===== config.mk =====
export PLATFORM = sky130hd
export DESIGN_NAME = writeback_stage_flat
export DESIGN_NICKNAME = d
export VERILOG_FILES = /design/src/rtl/writeback_stage_if.sv /design/src/rtl/writeback_stage.sv /design/src/flat_wrapper.sv
export SDC_FILE = /design/constraint.sdc
export NUM_CORES = 2
export LEC_CHECK = 0
export CORE_ASPECT_RATIO = 0.7
export CORE_UTILIZATION = 30
export DETAILED_ROUTE_END_ITERATION = 8
export HOLD_SLACK_MARGIN = 0.06
export PLACE_DENSITY = 0.45
export SYNTH_ARGS = -nofsm -noshare
export SYNTH_HDL_FRONTEND = slang
export SYNTH_SLANG_ARGS = --single-unit

===== constraint.sdc =====
create_clock -name clk -period 3 [get_ports clk]
set_input_delay 0.45 -clock clk [delete_from_list [all_inputs] [get_ports clk]]
set_output_delay 0.45 -clock clk [all_outputs]
set_load 0.01 [all_outputs]

===== src/rtl/writeback_stage_if.sv =====
// Execute-to-writeback result bus: one retiring instruction per accepted beat.
// The producer holds every field stable while in_valid is high and in_ready is low.
interface writeback_stage_if #(
    parameter int XLEN = 32
);
    logic            in_valid;
    logic            in_ready;
    logic [XLEN-1:0] in_pc;
    logic [4:0]      in_rd;
    logic            in_rd_we;
    logic [XLEN-1:0] in_rd_value;
    logic            in_redirect;
    logic [XLEN-1:0] in_next_pc;
    logic            in_halt;

    modport master (
        output in_valid, in_pc, in_rd, in_rd_we, in_rd_value,
               in_redirect, in_next_pc, in_halt,
        input  in_ready
    );

    modport slave (
        input  in_valid, in_pc, in_rd, in_rd_we, in_rd_value,
               in_redirect, in_next_pc, in_halt,
        output in_ready
    );
endinterface


===== src/rtl/writeback_stage.sv =====
// RV32I writeback: register file, committed PC, instret and halt/fault FSM; effects land 1 cycle after accept.
// in_ready is high only in RUN and never depends on in_valid; HALT/FAULT backpressure until reset.
module writeback_stage #(
    parameter int              XLEN     = 32,
    parameter int              NUM_REGS = 32,
    parameter logic [XLEN-1:0] RESET_PC = 32'h0000_0000,
    parameter int              BYPASS   = 1
) (
    input  logic              clk,
    input  logic              rst_n,
    writeback_stage_if.slave  wb,
    input  logic [4:0]        rs1_addr,
    input  logic [4:0]        rs2_addr,
    output logic [XLEN-1:0]   rs1_data,
    output logic [XLEN-1:0]   rs2_data,
    output logic [XLEN-1:0]   pc_out,
    output logic              flush,
    output logic              halted,
    output logic              err_misaligned,
    output logic [63:0]       instret
);
    typedef enum logic [1:0] {ST_RUN, ST_HALT, ST_FAULT} state_t;

    state_t          state_q, state_d;
    logic [XLEN-1:0] regs_q [NUM_REGS];
    logic [XLEN-1:0] regs_d [NUM_REGS];
    logic [XLEN-1:0] pc_q, pc_d;
    logic [63:0]     instret_q, instret_d;
    logic            flush_q, flush_d;
    logic            halted_q, halted_d;
    logic            err_q, err_d;

    logic            accept;
    logic [XLEN-1:0] tgt;
    logic            mis;
    logic            wr_en;
    logic            unused_npc_lsb;

    // JALR semantics: target bit 0 is dropped; bit 1 set means a misaligned fetch.
    assign tgt            = {wb.in_next_pc[XLEN-1:1], 1'b0};
    assign unused_npc_lsb = wb.in_next_pc[0];
    assign mis            = wb.in_redirect & tgt[1];
    assign wb.in_ready    = (state_q == ST_RUN);
    assign accept         = wb.in_valid & wb.in_ready;
    assign wr_en          = accept & ~mis & wb.in_rd_we & (wb.in_rd != 5'd0);

    always_comb begin
        rs1_data = '0;
        if (rs1_addr != 5'd0) begin
            if ((BYPASS != 0) && wr_en && (wb.in_rd == rs1_addr))
                rs1_data = wb.in_rd_value;
            else
                rs1_data = regs_q[rs1_addr];
        end
        rs2_data = '0;
        if (rs2_addr != 5'd0) begin
            if ((BYPASS != 0) && wr_en && (wb.in_rd == rs2_addr))
                rs2_data = wb.in_rd_value;
            else
                rs2_data = regs_q[rs2_addr];
        end
    end

    always_comb begin
        regs_d    = regs_q;
        pc_d      = pc_q;
        instret_d = instret_q;
        flush_d   = 1'b0;
        err_d     = err_q;
        state_d   = state_q;
        if (wr_en)
            regs_d[wb.in_rd] = wb.in_rd_value;
        if (accept) begin
            if (mis) begin
                // Faulting instruction does not retire; PC parks on it for debug.
                pc_d    = wb.in_pc;
                err_d   = 1'b1;
                flush_d = 1'b1;
                state_d = ST_FAULT;
            end else begin
                pc_d      = wb.in_redirect ? tgt : wb.in_pc + XLEN'(4);
                flush_d   = wb.in_redirect;
                instret_d = instret_q + 64'd1;
                if (wb.in_halt)
                    state_d = ST_HALT;
            end
        end
        halted_d = (state_d != ST_RUN);
    end

    always_ff @(posedge clk or negedge rst_n) begin
        if (!rst_n) begin
            for (int i = 0; i < NUM_REGS; i++)
                regs_q[i] <= '0;
            pc_q      <= RESET_PC;
            instret_q <= '0;
            flush_q   <= 1'b0;
            halted_q  <= 1'b0;
            err_q     <= 1'b0;
            state_q   <= ST_RUN;
        end else begin
            regs_q    <= regs_d;
            pc_q      <= pc_d;
            instret_q <= instret_d;
            flush_q   <= flush_d;
            halted_q  <= halted_d;
            err_q     <= err_d;
            state_q   <= state_d;
        end
    end

    assign pc_out         = pc_q;
    assign instret        = instret_q;
    assign flush          = flush_q;
    assign halted         = halted_q;
    assign err_misaligned = err_q;
endmodule


===== src/flat_wrapper.sv =====
// flat-port wrapper written by rule: the top's interface ports become plain ports
module writeback_stage_flat 
#(
    parameter int              XLEN     = 32,
    parameter int              NUM_REGS = 32,
    parameter logic [XLEN-1:0] RESET_PC = 32'h0000_0000,
    parameter int              BYPASS   = 1
)
  (clk, rst_n, rs1_addr, rs2_addr, rs1_data, rs2_data, pc_out, flush, halted, err_misaligned, instret, wb_in_valid, wb_in_pc, wb_in_rd, wb_in_rd_we, wb_in_rd_value, wb_in_redirect, wb_in_next_pc, wb_in_halt, wb_in_ready);
  writeback_stage_if #(.XLEN(XLEN)) wb_i ();
  input  logic clk;
  input  logic rst_n;
  input  logic [4:0] rs1_addr;
  input  logic [4:0] rs2_addr;
  output logic [XLEN-1:0] rs1_data;
  output logic [XLEN-1:0] rs2_data;
  output logic [XLEN-1:0] pc_out;
  output logic flush;
  output logic halted;
  output logic err_misaligned;
  output logic [63:0] instret;
  input wire logic [$bits(wb_i.in_valid)-1:0] wb_in_valid;
  input wire logic [$bits(wb_i.in_pc)-1:0] wb_in_pc;
  input wire logic [$bits(wb_i.in_rd)-1:0] wb_in_rd;
  input wire logic [$bits(wb_i.in_rd_we)-1:0] wb_in_rd_we;
  input wire logic [$bits(wb_i.in_rd_value)-1:0] wb_in_rd_value;
  input wire logic [$bits(wb_i.in_redirect)-1:0] wb_in_redirect;
  input wire logic [$bits(wb_i.in_next_pc)-1:0] wb_in_next_pc;
  input wire logic [$bits(wb_i.in_halt)-1:0] wb_in_halt;
  output wire logic [$bits(wb_i.in_ready)-1:0] wb_in_ready;
  assign wb_i.in_valid = wb_in_valid;
  assign wb_i.in_pc = wb_in_pc;
  assign wb_i.in_rd = wb_in_rd;
  assign wb_i.in_rd_we = wb_in_rd_we;
  assign wb_i.in_rd_value = wb_in_rd_value;
  assign wb_i.in_redirect = wb_in_redirect;
  assign wb_i.in_next_pc = wb_in_next_pc;
  assign wb_i.in_halt = wb_in_halt;
  assign wb_in_ready = wb_i.in_ready;
  writeback_stage #(.XLEN(XLEN), .NUM_REGS(NUM_REGS), .RESET_PC(RESET_PC), .BYPASS(BYPASS)) u_core (.clk(clk), .rst_n(rst_n), .wb(wb_i), .rs1_addr(rs1_addr), .rs2_addr(rs2_addr), .rs1_data(rs1_data), .rs2_data(rs2_data), .pc_out(pc_out), .flush(flush), .halted(halted), .err_misaligned(err_misaligned), .instret(instret));
endmodule

# ---- Yosys cells after proc, flatten, opt, wreduce, memory -nomap -nowiden
# Index checks and enable logic that the tools add are counted.
dict set report totals {
  register_bits 1125
  input_bits 117
  output_inout_bits 164
  word_cells 85
}
dict set report classes {
  add_sub_neg 2
  magnitude_cmp 4
  n_eq_ne 2
  mux 20
  bitwise 9
  n_reduce_logical 10
}
# op n
set op_table {}
lappend op_table {{1024-bit bitwise mux} 1}
lappend op_table {{32-bit 2-to-1 mux} 11}
lappend op_table {{32-bit binary-select mux with 5-bit select} 2}
lappend op_table {{32-bit demux with 5-bit select} 1}
lappend op_table {{64-bit by 1-bit adder with 64-bit output, second input constant} 1}
lappend op_table {{32-bit by 3-bit adder with 32-bit output, second input constant} 1}
lappend op_table {{6-bit greater-or-equal comparator, second input constant} 3}
lappend op_table {{5-bit NOT with 6-bit output} 3}
lappend op_table {{5-bit nonzero test} 3}
lappend op_table {{5-bit == test} 2}
lappend op_table {{6-bit by 1-bit < comparator with 1-bit output, second input constant} 1}
lappend op_table {{2-bit 2-to-1 mux} 3}
lappend op_table {{1-bit bitwise AND} 5}
lappend op_table {{2-bit AND reduction} 2}
lappend op_table {{1-bit logical AND} 3}
lappend op_table {{2-bit zero test} 1}
lappend op_table {{1-bit 2-to-1 mux} 2}
lappend op_table {{2-bit nonzero test} 1}
lappend op_table {{1-bit NOT} 1}

# ---- Depth between registers and ports, before layout
dict set report depth {
  depth_word 8
  depth_mapped 9
  mapped_depth_nobuf 6
}

# ---- Least setup slack after synthesis
# Ideal clock, no wire load.
dict set report synth_path {
  path_kind {in2out}
  startpoint {in rs2_addr[1]}
  endpoint {out rs2_data[20]}
  t_arrival_ps 2225
  required_ps 2550
  setup_slack_ps 325
  cell_stages 8
  path_buffers 3
  path_cell_list {buf_2 > or3_1 > clkbuf_1 > clkbuf_1 > o22ai_1 > or4_1 > o21a_1 > a211oi_1}
}
dict set report synth_via {
  elab_chain_cells 6
  elab_cells_between_ends 9
  cone_classes {eq/ne: 1; mux: 5; bitwise: 1; reduce/logical: 2}
}
# element line_no
set synth_rtl {}
lappend synth_rtl {{start, declared} flat_wrapper.sv:14} ;# input logic [4:0] rs2_addr;
lappend synth_rtl {{5-bit NOT with 6-bit output (not written as such)} writeback_stage.sv:60} ;# rs2_data = regs_q[rs2_addr];
lappend synth_rtl {{32-bit binary-select mux with 5-bit select} writeback_stage.sv:60}
lappend synth_rtl {{32-bit 2-to-1 mux (not written as such) (2 in a row)} writeback_stage.sv:60}
lappend synth_rtl {{32-bit 2-to-1 mux} writeback_stage.sv:57} ;# if ((BYPASS != 0) && wr_en && (wb.in_rd == rs2_addr))
lappend synth_rtl {{32-bit 2-to-1 mux (*)} writeback_stage.sv:56} ;# if (rs2_addr != 5'd0) begin
lappend synth_rtl {{end, declared} flat_wrapper.sv:16} ;# output logic [XLEN-1:0] rs2_data;
# Every way passes the cells marked *; elsewhere a longest branch is shown, timed or not. The select of a mux whose other input is x is not followed.

# ---- Worst setup path in the final report
dict set report layout_path {
  startpoint {in wb_in_rd[3]}
  endpoint {out rs2_data[27]}
}
dict set report layout_via {
  elab_chain_cells 5
  elab_cells_between_ends 6
  cone_classes {eq/ne: 1; mux: 2; bitwise: 1; reduce/logical: 2}
}
# element line_no
set layout_rtl {}
lappend layout_rtl {{start, declared} flat_wrapper.sv:24} ;# input wire logic [$bits(wb_i.in_rd)-1:0] wb_in_rd;
lappend layout_rtl {{5-bit nonzero test} writeback_stage.sv:45} ;# assign wr_en = accept & ~mis & wb.in_rd_we & (wb.in_rd != 5'd0);
lappend layout_rtl {{1-bit bitwise AND} writeback_stage.sv:45}
lappend layout_rtl {{1-bit logical AND (*)} writeback_stage.sv:57}
lappend layout_rtl {{32-bit 2-to-1 mux (*)} writeback_stage.sv:57}
lappend layout_rtl {{32-bit 2-to-1 mux (*)} writeback_stage.sv:56}
# Every way passes the cells marked *; elsewhere a longest branch is shown, timed or not.

==> load_flow_metrics.sql <==
INSERT INTO impl_metrics (metric_group, metric, value, unit) VALUES
('run_status', 'outcome', 'finished with violations', ''),
('run_status', 'violations_in_the_final_reports', 'setup timing', ''),
('drt', 'antenna_left', '0', ''),
('cells_and_area', 'final_cell_mix', '1,125 x dfrtp_1, 1,123 x mux2_2, 406 x buf_4', ''),
('clock_network', 'cts_tree', 'done', ''),
('yosys', 'yosys_most_used_dff', 'dfrtp_1', ''),
('floorplanning', 'floorplan.die_area', '203000', 'um2'),
('drt', 'avgRoutedWirePerCell', '30.0', 'um'),
('yosys', 'post_synthesis_mux_area_share', '38.0', '%'),
('worst_setup_path', 'start_kind', 'input pin', ''),
('floorplanning', 'floorplan.die.width', '538', 'um'),
('pwr', 'pwr-share-comb', '15.8', '%'),
('yosys', 'synthArstFlopShare', '100', '%'),
('pwr', 'power_frac_clock', '40.8', '%'),
('placed_design', 'dp_worst_setup_slack', '-1.13', 'ns'),
('sta', 'grt_setup_unrepaired', 'yes', ''),
('drt', 'drc_errors', '0', ''),
('yosys', 'synth_edf_count', '0', ''),
('sta', 'setup_viol_count_final', '52', ''),
('yosys', 'synth_nets', '4582', ''),
('yosys', 'synthAdderAreaFrac', '0.0415', '%'),
('global_routing', 'grt_first_pass_wirelength', '333000', 'um'),
('floorplanning', 'die_height', '377', 'um'),
('yosys', 'seq_area_frac_synth', '46.7', '%'),
('global_routing', 'antenna_found_initial', '4', ''),
('worst_setup_path', 'worstSetupEndpointType', 'output pin', ''),
('cells_and_area', 'ff_latch_area', '28200', 'um2'),
('worst_setup_path', 'critical_path_peak_fanout', '8', ''),
('sta', 'timing.slew.headroom', '55.0', '%'),
('clock_network', 'clkLatencyLatePin', '0.75', 'ns'),
('drt', 'via_per_inst', '5.49', ''),
('sta', 'timing_max_transition_violations_final', '0', ''),
('clock_network', 'max-clock-path-buffers', '3', ''),
('floorplanning', 'starting_density_of_the_core', '30.2', '%'),
('yosys', 'synth-compound-area-share', '5.17', '%'),
('flow_run', 'maxCapViolCount', '0', ''),
('drt', 'dr_total_vias', '42400', ''),
('worst_setup_path', 'critical_path_arrival', '2.81', 'ns'),
('pwr', 'worst_ir_drop_vdd', '434', 'uV'),
('yosys', 'synth_top_family_by_area', 'multiplexers', ''),
('drt', 'wl', '231000', 'um'),
('global_routing', 'grt-ovfl-total', '0', ''),
('clock_network', 'root_buffer', 'clkbuf_16', ''),
('sta', 'postLayoutSetupSlackWorst', '-0.263', 'ns'),
('pwr', 'cellPowerDensity', '510', 'nW/um2'),
('pwr', 'share_seq_of_total_power', '43.4', '%'),
('cells_and_area', 'syn_to_final_growth', '26.1', '%'),
('floorplanning', 'io-pin-count', '281', ''),
('global_routing', 'via_count_of_the_first_global_routing_pass', '43100', ''),
('cells_and_area', 'filler_cell_count', '18900', ''),
('clock_network', 'tritoncts_buffer_count', '121', ''),
('pwr', 'power_report.internal_total', '28.3', 'mW'),
('floorplanning', 'core-area', '200000', 'um2'),
('clock_network', 'tritoncts_num_sinks', '1125', ''),
('yosys', 'synth_seq_cells', '1125', ''),
('placed_design', 'detailed_place_hpwl', '152000', 'um'),
('cells_and_area', 'layout_commonest_cell', 'dfrtp_1', ''),
('sta', 'finalClockSkew', '0.0229', 'ns'),
('yosys', 'yosysWarnings', '0', ''),
('yosys', 'syn_area', '60300', 'um2'),
('clock_network', 'clock_tree.htree_level_count', '3', ''),
('placed_design', 'routabilityCongestion', '0.822', ''),
('cells_and_area', 'multi_input_logic_area', '31000', 'um2'),
('sta', 'layout_worst_path_cycle_share', '109', '%'),
('pwr', 'total_switching_power', '10.5', 'mW'),
('global_routing', 'global_route.usage.total', '22.9', '%'),
('yosys', 'per_instance_average_area_after_synthesis', '13.5', 'um2'),
('worst_setup_path', 'worst-endpoint-required', '2.55', 'ns'),
('pwr', 'leakagePower', '34.7', 'nW'),
('clock_network', 'clk_pin_slew_worst_paths', '0.06', 'ns'),
('sta', 'hold_ws', '0.243', 'ns');
[routing by layer]
| layer | vias to the layer above | GRT usage, % | share of wire (%) |
|---|---|---|---|
| met4 | 0 | 6.19 | 2.7 |
| met1 | 22800 | 33.5 | 47 |
| met3 | 274 | 4.37 | 5.8 |
| li1 | 18100 | - | - |
| met5 | - | 0 | 0 |
| met2 | 1192 | 34.1 | 44 |
[cell type report]
type	instances	area share [%]
diodes	2	0.00658
clock buffers	188	4.86
clock inverters	37	0.569
inverters	9	0.0444
multi-input cells	2847	40.7
flip-flops and latches	1125	37.0
well taps	2641	4.35
repair buffers	873	12.4
[cell families (layout without fill, tap and decap cells)]
family | count (synthesis) | in the layout
other | 0 | 2
multiplexers | 1664 | 1664
flip-flops | 1125 | 1125
AND/OR/NAND/NOR | 628 | 628
XOR/XNOR | 95 | 95
buffers and inverters | 491 | 1107
AO/OA/AOI/OAI | 458 | 458
adder cells (fa/ha/maj) | 2 | 2
[synth_stat cells, types with 8 or more instances]
cell | count | share of area (%)
dfrtp_1 | 1125 | 47
mux2_2 | 1123 | 21
mux4_2 | 386 | 14
clkbuf_1 | 241 | 1.5
nor2_1 | 213 | 1.3
o22ai_1 | 144 | 1.5
mux2i_1 | 143 | 2.4
nor3_1 | 132 | 1.1
buf_2 | 127 | 1.1
nand2_1 | 80 | 0.50
buf_1 | 70 | 0.44
o21ai_0 | 68 | 0.56
a21oi_1 | 58 | 0.48
xor2_1 | 53 | 0.77
buf_4 | 44 | 0.55
nand4_1 | 42 | 0.44
xnor2_1 | 42 | 0.61
nand3_1 | 36 | 0.30
nor4_1 | 35 | 0.36
a211oi_1 | 33 | 0.41
a221o_1 | 32 | 0.53
a22oi_1 | 28 | 0.35
o221ai_1 | 28 | 0.41
o22a_1 | 23 | 0.33
and3_1 | 19 | 0.20
a22o_1 | 14 | 0.20
mux2_1 | 12 | 0.22
and4_1 | 11 | 0.16
nand2b_1 | 10 | 0.10
inv_1 | 9 | 0.056
o211ai_1 | 9 | 0.11
or4_1 | 9 | 0.11
o21a_1 | 8 | 0.10
[worst max-delay path, cell delays in order]
cell and delay, ns:
clkdlybuf4s50_1 0.43, or3_4 0.40, o2111a_1 0.29, nand4_1 0.15
buf_8 0.23, buf_6 0.20, buf_4 0.13, nor2_1 0.04
a211oi_2 0.25, buf_2 0.20
[registers in the layout, indices dropped and copies added, names as in the netlist]
register,cells
u_core.regs_q,1024
u_core.halted,1
u_core.flush,1
u_core.pc_out,32
u_core.err_misaligned,1
u_core.state_q,2
u_core.instret,64
[power groups by stage]
stage | combinational, mW | clock (mW) | sequential (mW)
6_report | 6.11 | 15.8 | 16.8
3_5_place_dp | 6.08 | 0 | 17.1
4_1_cts | 6.17 | 16.2 | 16.8
2_1_floorplan | 2.92 | 0 | 17.0
3_3_place_gp | 6.06 | 0 | 17.0
5_1_grt | 6.52 | 16.9 | 17.0
[repair_timing]
action | 4_1_cts | 5_1_grt
endpoints found under the hold margin | 15 | 0
setup buffers | 29 | 10
hold buffers | 1 | 0
pin swaps | 22 | 13
setup endpoints to repair | 64 | 64
resized for setup | 479 | 37
gates cloned | 4 | 0
[path summary, 6_finish.rpt]
check | from | to | slack, ns | cells after the start
min in group asynchronous | rst_n | u_core.regs_q[997] | 0.33 | 2
worst max-delay path | wb_in_rd[3] | rs2_data[27] | -0.26 | 10
worst min register to register | u_core.regs_q[1007] | u_core.regs_q[1007] | 0.40 | 0
max in group asynchronous | rst_n | u_core.regs_q[877] | 1.58 | 3
worst max register to register | u_core.state_q[1] | u_core.regs_q[397] | 0.36 | 8
worst min-delay path | wb_in_pc[1] | u_core.pc_out[1] | 0.24 | 3
[stage by stage]
stage	instances	cell area [um2]
finish	7722	76000
global route	7722	76000
CTS	7720	76000
detailed placement	7461	71000
global placement	7461	71000
floorplan	4463	60300
Power figures use the tool's default switching activity.
